<file path="src/rtl/fp_mult_pipeline.sv">
// Streaming FP32 multiplier: one a*b per clock, result five edges later.
// DAZ/FTZ, round-to-nearest-even, canonical quiet NaN.
package fp_mult_pkg;

  typedef struct packed {
    logic sgn;
    logic nan;
    logic inf;
    logic zero;
  } cls_t;

  typedef struct packed {
    cls_t        c;
    logic [7:0]  ea;
    logic [7:0]  eb;
    logic [23:0] ma;
    logic [23:0] mb;
  } s1_t;

  typedef struct packed {
    cls_t               c;
    logic signed [9:0]  exp;
    logic [47:0]        prod;
  } s2_t;

  typedef struct packed {
    cls_t               c;
    logic signed [9:0]  exp;
    logic [22:0]        frac;
    logic               grd;
    logic               stk;
  } s3_t;

  typedef struct packed {
    cls_t               c;
    logic signed [9:0]  exp;
    logic [22:0]        frac;
  } s4_t;

endpackage

module fp_mult_pipeline
  import fp_mult_pkg::*;
(
  input  logic        clk,
  input  logic        rst,
  input  logic [31:0] a,
  input  logic [31:0] b,
  input  logic        valid_in,
  output logic [31:0] result,
  output logic        valid_out
);

  logic        v0, v1, v2, v3, v4;
  logic [31:0] a0, b0;
  s1_t         s1, s1_d;
  s2_t         s2, s2_d;
  s3_t         s3, s3_d;
  s4_t         s4, s4_d;
  logic [31:0] pack_d;

  logic [7:0]  ea0, eb0;
  logic        a_max, b_max;
  logic        a_nul, b_nul;
  logic        a_frc, b_frc;
  logic        a_nan, b_nan;
  logic        a_inf, b_inf;

  assign ea0   = a0[30:23];
  assign eb0   = b0[30:23];
  assign a_max = &ea0;
  assign b_max = &eb0;
  assign a_nul = ~|ea0;
  assign b_nul = ~|eb0;
  assign a_frc = |a0[22:0];
  assign b_frc = |b0[22:0];
  assign a_nan = a_max & a_frc;
  assign b_nan = b_max & b_frc;
  assign a_inf = a_max & ~a_frc;
  assign b_inf = b_max & ~b_frc;

  // Subnormals classify as zero, so inf * subnormal is NaN too.
  always_comb begin
    s1_d        = '0;
    s1_d.c.sgn  = a0[31] ^ b0[31];
    s1_d.c.nan  = a_nan | b_nan
                | (a_inf & b_nul)
                | (b_inf & a_nul);
    s1_d.c.inf  = a_inf | b_inf;
    s1_d.c.zero = a_nul | b_nul;
    s1_d.ea     = ea0;
    s1_d.eb     = eb0;
    s1_d.ma     = {1'b1, a0[22:0]};
    s1_d.mb     = {1'b1, b0[22:0]};
  end

  always_comb begin
    s2_d      = '0;
    s2_d.c    = s1.c;
    s2_d.exp  = {2'b00, s1.ea}
              + {2'b00, s1.eb}
              - 10'd127;
    s2_d.prod = {24'd0, s1.ma}
              * {24'd0, s1.mb};
  end

  logic hi;
  assign hi = s2.prod[47];

  always_comb begin
    s3_d      = '0;
    s3_d.c    = s2.c;
    s3_d.exp  = s2.exp + {9'd0, hi};
    s3_d.frac = hi ? s2.prod[46:24]
                   : s2.prod[45:23];
    s3_d.grd  = hi ? s2.prod[23]
                   : s2.prod[22];
    s3_d.stk  = hi ? |s2.prod[22:0]
                   : |s2.prod[21:0];
  end

  logic        rnd;
  logic [23:0] rsum;

  assign rnd  = s3.grd & (s3.stk | s3.frac[0]);
  assign rsum = {1'b0, s3.frac} + {23'd0, rnd};

  // A carry out of the fraction leaves it zero and bumps the exponent.
  always_comb begin
    s4_d      = '0;
    s4_d.c    = s3.c;
    s4_d.exp  = s3.exp + {9'd0, rsum[23]};
    s4_d.frac = rsum[22:0];
  end

  logic ovf, unf;
  assign ovf = $signed(s4.exp) >= 10'sd255;
  assign unf = $signed(s4.exp) <= 10'sd0;

  always_comb begin
    pack_d = {s4.c.sgn, s4.exp[7:0], s4.frac};
    if (s4.c.nan)
      pack_d = 32'h7FC0_0000;
    else if (s4.c.inf)
      pack_d = {s4.c.sgn, 8'hFF, 23'd0};
    else if (s4.c.zero)
      pack_d = {s4.c.sgn, 31'd0};
    else if (ovf)
      pack_d = {s4.c.sgn, 8'hFF, 23'd0};
    else if (unf)
      pack_d = {s4.c.sgn, 31'd0};
  end

  always_ff @(posedge clk or negedge rst) begin
    if (!rst) begin
      v0        <= 1'b0;
      v1        <= 1'b0;
      v2        <= 1'b0;
      v3        <= 1'b0;
      v4        <= 1'b0;
      a0        <= '0;
      b0        <= '0;
      s1        <= '0;
      s2        <= '0;
      s3        <= '0;
      s4        <= '0;
      result    <= '0;
      valid_out <= 1'b0;
    end else begin
      v0        <= valid_in;
      v1        <= v0;
      v2        <= v1;
      v3        <= v2;
      v4        <= v3;
      a0        <= a;
      b0        <= b;
      s1        <= s1_d;
      s2        <= s2_d;
      s3        <= s3_d;
      s4        <= s4_d;
      valid_out <= v4;
      if (v4)
        result <= pack_d;
    end
  end

endmodule

</file>
<file path="config.mk">
export PLATFORM = sky130hd
export DESIGN_NAME = fp_mult_pipeline
export DESIGN_NICKNAME = d
export VERILOG_FILES = /design/src/rtl/fp_mult_pipeline.sv
export SDC_FILE = /design/constraint.sdc
export NUM_CORES = 2
export LEC_CHECK = 0
export ABC_AREA = 1
export BUFFER_PORTS_ARGS = -buffer_cell sky130_fd_sc_hd__buf_2
export CAP_MARGIN = 10
export CORE_UTILIZATION = 38
export CTS_BUF_LIST = sky130_fd_sc_hd__clkbuf_4 sky130_fd_sc_hd__clkbuf_8
export CTS_CLUSTER_DIAMETER = 120
export DETAILED_ROUTE_END_ITERATION = 8
export MAX_ROUTING_LAYER = met4
export SYNTH_ARGS = -nofsm -noshare
export SYNTH_HDL_FRONTEND = slang
export SYNTH_SLANG_ARGS = --single-unit
</file>
<file path="constraint.sdc">
create_clock -name clk -period 6.25 [get_ports clk]
set_clock_uncertainty 0.05 [all_clocks]
set_input_delay 0.9375 -clock clk [delete_from_list [all_inputs] [get_ports clk]]
set_output_delay 0.9375 -clock clk [all_outputs]
set_load 0.02 [all_outputs]
</file>
Word level (Yosys, flattened, before mapping):

Index checks and enable logic that the tools add are counted.

* register bits: 308
* input port bits: 67
* output and inout bits: 33

* $add $sub $neg: 5
* $mul: 1
* $lt $le $gt $ge: 2
* multiplexer cells: 8
* bitwise operators: 16
* reductions and logical operators: 10

Operator list (number)
* $mux 31: 4
* $reduce_or 23->1: 3
* $mul 24x24->48: 1
* $mux 32: 1
* $add 23x1->24: 1
* $mux 23: 1
* $reduce_or 22->1: 1
* $add 10x1->10: 2
* $reduce_and 8->1: 2
* $reduce_or 8->1: 2
* $ge 10x9->1 const B: 1
* $le 10x1->1 const B: 1
* $sub 9x7->10 const B: 1
* $add 8x8->9: 1
* $and 1x1->1: 7
* $or 1x1->1: 6
* $logic_not 1->1: 2
* $mux 1: 2
* $not 1->1: 2
* $xor 1x1->1: 1

Longest topological paths before layout:

* depth in word-level cells: 6
* depth in mapped cells: 29
* mapped depth without buffers: 28

Least setup slack after synthesis:

No wires, ideal clock.

* path type: reg2reg
* start point: register s1[47] (netlist name)
* end point: register s2 (netlist bit hi)
* data arrival time: 5723 ps
* setup slack: 361 ps
* cell stages (with the launch flop): 26
* cells stage by stage: dfrtp_1 clkbuf_1 buf_1 nand2_1 inv_1 fa_1 fa_1 inv_1 fa_1 fa_1 inv_1 fa_1 fa_1 inv_1 fa_1 inv_1 ha_1 nand2_1 nor2_1 inv_1 nor2_1 nand2_1 nor2_1 nand2_1 nand4_1 nand2_1

RTL lines
* start, declared: line 56 `s1_t s1, s1_d;`
* start signal, assigned: line 163 `s1 <= '0;`
* start signal, assigned: line 177 `s1 <= s1_d;`
* end signal, assigned: line 164 `s2 <= '0;`
* end signal, assigned: line 178 `s2 <= s2_d;`
* end, declared: line 57 `s2_t s2, s2_d;`

==> results <==
- The endpoint type of the worst setup path is a flip-flop.
- The clock period minus final worst setup slack is 6.04 ns.
- The post-detailed-route via-to-cell ratio is about 4.5.
- The post-synthesis cell area is a little over 30000 um^2.
- The reg-to-reg endpoint is hi.
- The number of buffers added by the clock tree synthesis step is between 50 and 60.
- In this run, distinct cell masters in the synthesized netlist total 42.
- The share of cells above drive strength 1 is between 10% and 20%.
- The longest clock path from root to sink contains 3 buffers.
- Setup repair after global routing could not meet its margin everywhere.
- By area the synthesized netlist is led by sky130_fd_sc_hd__fa_1 (32%), sky130_fd_sc_hd__dfrtp_1 (25%), sky130_fd_sc_hd__nand2_1 (13%).
- CTS placed an instance of sky130_fd_sc_hd__clkbuf_8 at the clock tree root.
- STA puts the critical path data required time at between 6 and 7 ns.
- After synthesis, the mean cell area works out to ~8.4 um^2.
- The detailed router placed between 20000 and 25000 vias in this run.
- The clock drives between 300 and 400 sinks.
- The maximum fanout along the worst path is 13.
- The number of buffers inserted by port buffering is 99.
- The core region area is a little under 80000 um^2.
- The first detailed-routing pass ran for 5 iterations.
- In this run the horizontal extent of the chip is between 200 and 300 um.
- The die height is about 290 um.
- The total nets after synthesis is between 4000 and 5000.
- Clock-pin slew was measured on the worst setup and hold paths at 0.06 ns.
- The number of max-cap violations is 0.
- The routed length per instance is 14.9 um.
- The number of slew-limit violations in the final report is 0.
- The final critical-path share of the clock period is about 97%.
- The pin count of the biggest net entering global routing is 110.
- For this run, the register share of the synthesized area comes to approximately a quarter.
- The sort of element at the start of the critical path is a flip-flop.
- The critical path in this run is classified as flip-flop to flip-flop.
- Across every metal layer, demand over resource in global routing totals 19.2%.
- For this run the aggregate overflow at the end of global routing stands at 0.
- 100 I/O pins were placed.
- Data arrives at the worst endpoint at between 6 and 7 ns.
- In this run the core area contains between 100 and 150 standard-cell rows.
- The number of synthesized flops with an enable pin is 0.
- After the last flow step, the layout net total stands at 4571.
- After the first detailed-routing iteration, the DRC count stood at 1261.
- Counting cells, the worst reg-to-reg path comes to 27.
- The initial antenna violation count is 2.
- The insertion delay to the later sink of the worst-skew pair is 0.69 ns.
- The cell type with the largest total area after synthesis is sky130_fd_sc_hd__fa_1.
- The run finished with clean final reports.
- The number of endpoints with negative hold slack in the final report is 0.
- Once detail routing completed, the nets flagged for antenna violations numbered 0.
- The worst register-to-register path begins at s1[31].
- In this run, synthesis produced a sequential element count of about 310.
- For the pin with the worst max-slew slack, the measured transition is a little over 0.9 ns.
- The layout-stage area growth over the synthesis result is 14.9%.
- In the synthesized netlist the dominant register cell turns out to be sky130_fd_sc_hd__dfrtp_1.
- The weighted congestion at the end of routability-driven global placement is 0.946.
- The count of final setup violators is 0.
- The H-tree was split into 2 levels.
- TritonCTS built the clock tree.
- The post-detailed-routing wire length is 73200 um.
- The post-DP HPWL is a little over 60000 um.
- The die covers about 82000 um^2.
- The worst setup margin is ~0.21 ns.
- The share of Yosys cell area claimed by the top area cell type is a little under a third.
- The number of warnings printed during yosys synthesis is 0.
- The via count of the first global-routing pass is 22995.
- The achievable frequency is approximately 0.17 GHz.
- In this run the tightest slew margin relative to its limit is between 30% and 40%.
- The synthesized netlist cell count is between 3000 and 4000.
- The number of remaining DRC errors is 0.
- After filler insertion, the fill cell instance count of the layout stands at slightly below 8000.
- At the placement stage, the worst setup path has a slack of -0.156 ns.
- The hold-fix buffer count after cts is 0.
- Once the floorplan was initialized, standard cells occupied 38.5% of the core.
- The first-pass GRT wire length is approximately 120000 um.
- Counting flops with an async set or reset pin after synthesis yields a share of 100%.
- The class of the tightest hold or removal check is input pin to asynchronous set/reset pin.
- For flop-to-flop paths, the worst setup slack is ~0.21 ns.
==> state kept, by name (all words and copies together), names as in the netlist, 32 cells and up <==
name	flops
s3	39
b0	32
result	32
s1	67
s4	37
s2	61
a0	32
==> cell type report <==
type                    instances  area (um^2)  share of cell area, %
clock buffers                  83         1050                   3.01
flip-flops and latches        307         7720                   22.0
repair buffers                242         1970                   5.60
diodes                          2         5.00                 0.0143
clock inverters                21          308                  0.877
multi-input cells            2182        18800                   53.7
inverters                    1036         3890                   11.1
well taps                    1050         1310                   3.74
==> worst max-delay path, stage by stage (launching register included) <==
cell and delay [ns]:
sky130_fd_sc_hd__dfrtp_2 0.47, sky130_fd_sc_hd__buf_12 0.17, sky130_fd_sc_hd__nand2_1 0.07, sky130_fd_sc_hd__inv_1 0.05, sky130_fd_sc_hd__fa_1 0.53, sky130_fd_sc_hd__inv_1 0.06
sky130_fd_sc_hd__fa_1 0.47, sky130_fd_sc_hd__inv_1 0.05, sky130_fd_sc_hd__fa_1 0.50, sky130_fd_sc_hd__inv_1 0.05, sky130_fd_sc_hd__fa_1 0.53, sky130_fd_sc_hd__inv_1 0.07
sky130_fd_sc_hd__fa_1 0.46, sky130_fd_sc_hd__fa_1 0.50, sky130_fd_sc_hd__inv_1 0.05, sky130_fd_sc_hd__fa_1 0.47, sky130_fd_sc_hd__inv_1 0.04, sky130_fd_sc_hd__ha_2 0.39
sky130_fd_sc_hd__nand2_2 0.11, sky130_fd_sc_hd__inv_1 0.08, sky130_fd_sc_hd__nand2_1 0.06, sky130_fd_sc_hd__nor2_2 0.18, sky130_fd_sc_hd__buf_4 0.15, sky130_fd_sc_hd__nand2_1 0.05
sky130_fd_sc_hd__nor2_1 0.09, sky130_fd_sc_hd__nand2_1 0.07, sky130_fd_sc_hd__nand4_1 0.09, sky130_fd_sc_hd__nand2_1 0.05
==> cells in the mapped netlist, types with 20 or more instances <==
cell,number
sky130_fd_sc_hd__a21oi_1,41
sky130_fd_sc_hd__clkbuf_1,100
sky130_fd_sc_hd__dfrtp_1,307
sky130_fd_sc_hd__fa_1,483
sky130_fd_sc_hd__ha_1,195
sky130_fd_sc_hd__inv_1,1032
sky130_fd_sc_hd__nand2_1,1064
sky130_fd_sc_hd__nand3_1,84
sky130_fd_sc_hd__nor2_1,136
sky130_fd_sc_hd__o21ai_1,20
sky130_fd_sc_hd__xor2_1,51
==> cell usage in the layout (no fill, tap or decap), drive strengths merged, types with 51 or more instances in the layout <==
cell type / instances
clkbuf: 84
nor2: 140
xor2: 51
ha: 195
nand3: 84
inv: 1035
fa: 483
dfrtp: 307
buf: 241
nand2: 1065
==> metal layers <==
metal  global-route usage, %  wire length, um
met1                    24.6            31500
met2                    31.7            36000
met3                    2.34             3760
met4                    5.75             1970
met5                       -                0
==> per-stage QoR <==
stage	hold WS [ns]	std cells	utilization (%)	area, um^2	setup TNS [ns]
after floorplan	0.281	3636	-	30500	0
after global placement	0.282	4801	41.8	33200	-0.983
after detailed placement	0.285	4801	41.8	33200	-1.20
after CTS	0.214	4906	43.6	34600	0
after global routing	0.242	4923	44.3	35100	-0.197
final	0.221	4923	44.3	35100	0
==> worst max path at each step <==
stage	startpoint	endpoint	slack, ns	depth (start not counted)
final	s1[31]	hi	0.21	27
after floorplan	s1[47]	hi	0.36	25
after detailed placement	s1[39]	s2[43]	-0.16	23
after CTS	s1[35]	s2[29]	0.01	21
after global routing	s1[0]	s2[40]	-0.05	25
after global placement	s1[39]	s2[43]	-0.14	23
==> cells by family (layout without fill, tap and decap cells) <==
| group | Yosys count | count (layout) | share of synthesized area, % |
|---|---|---|---|
| flops | 307 | 307 | 25.2 |
| other cells | 1 | 3 | 0.0123 |
| buf+inv | 1147 | 1382 | 14.2 |
| xor+xnor | 68 | 68 | 1.95 |
| compound gates | 89 | 89 | 1.58 |
| fa+ha+maj | 678 | 678 | 39.6 |
| simple gates | 1346 | 1346 | 17.5 |
==> what timing repair did <==
item	CTS	global route
setup buffers	1	15
resized for setup	10	94
setup endpoints to repair	21	29
pin swaps	0	11
Power is left out: the tool's default activity adds up to more than one toggle a clock period on the data nets, which glitch-free logic cannot reach.
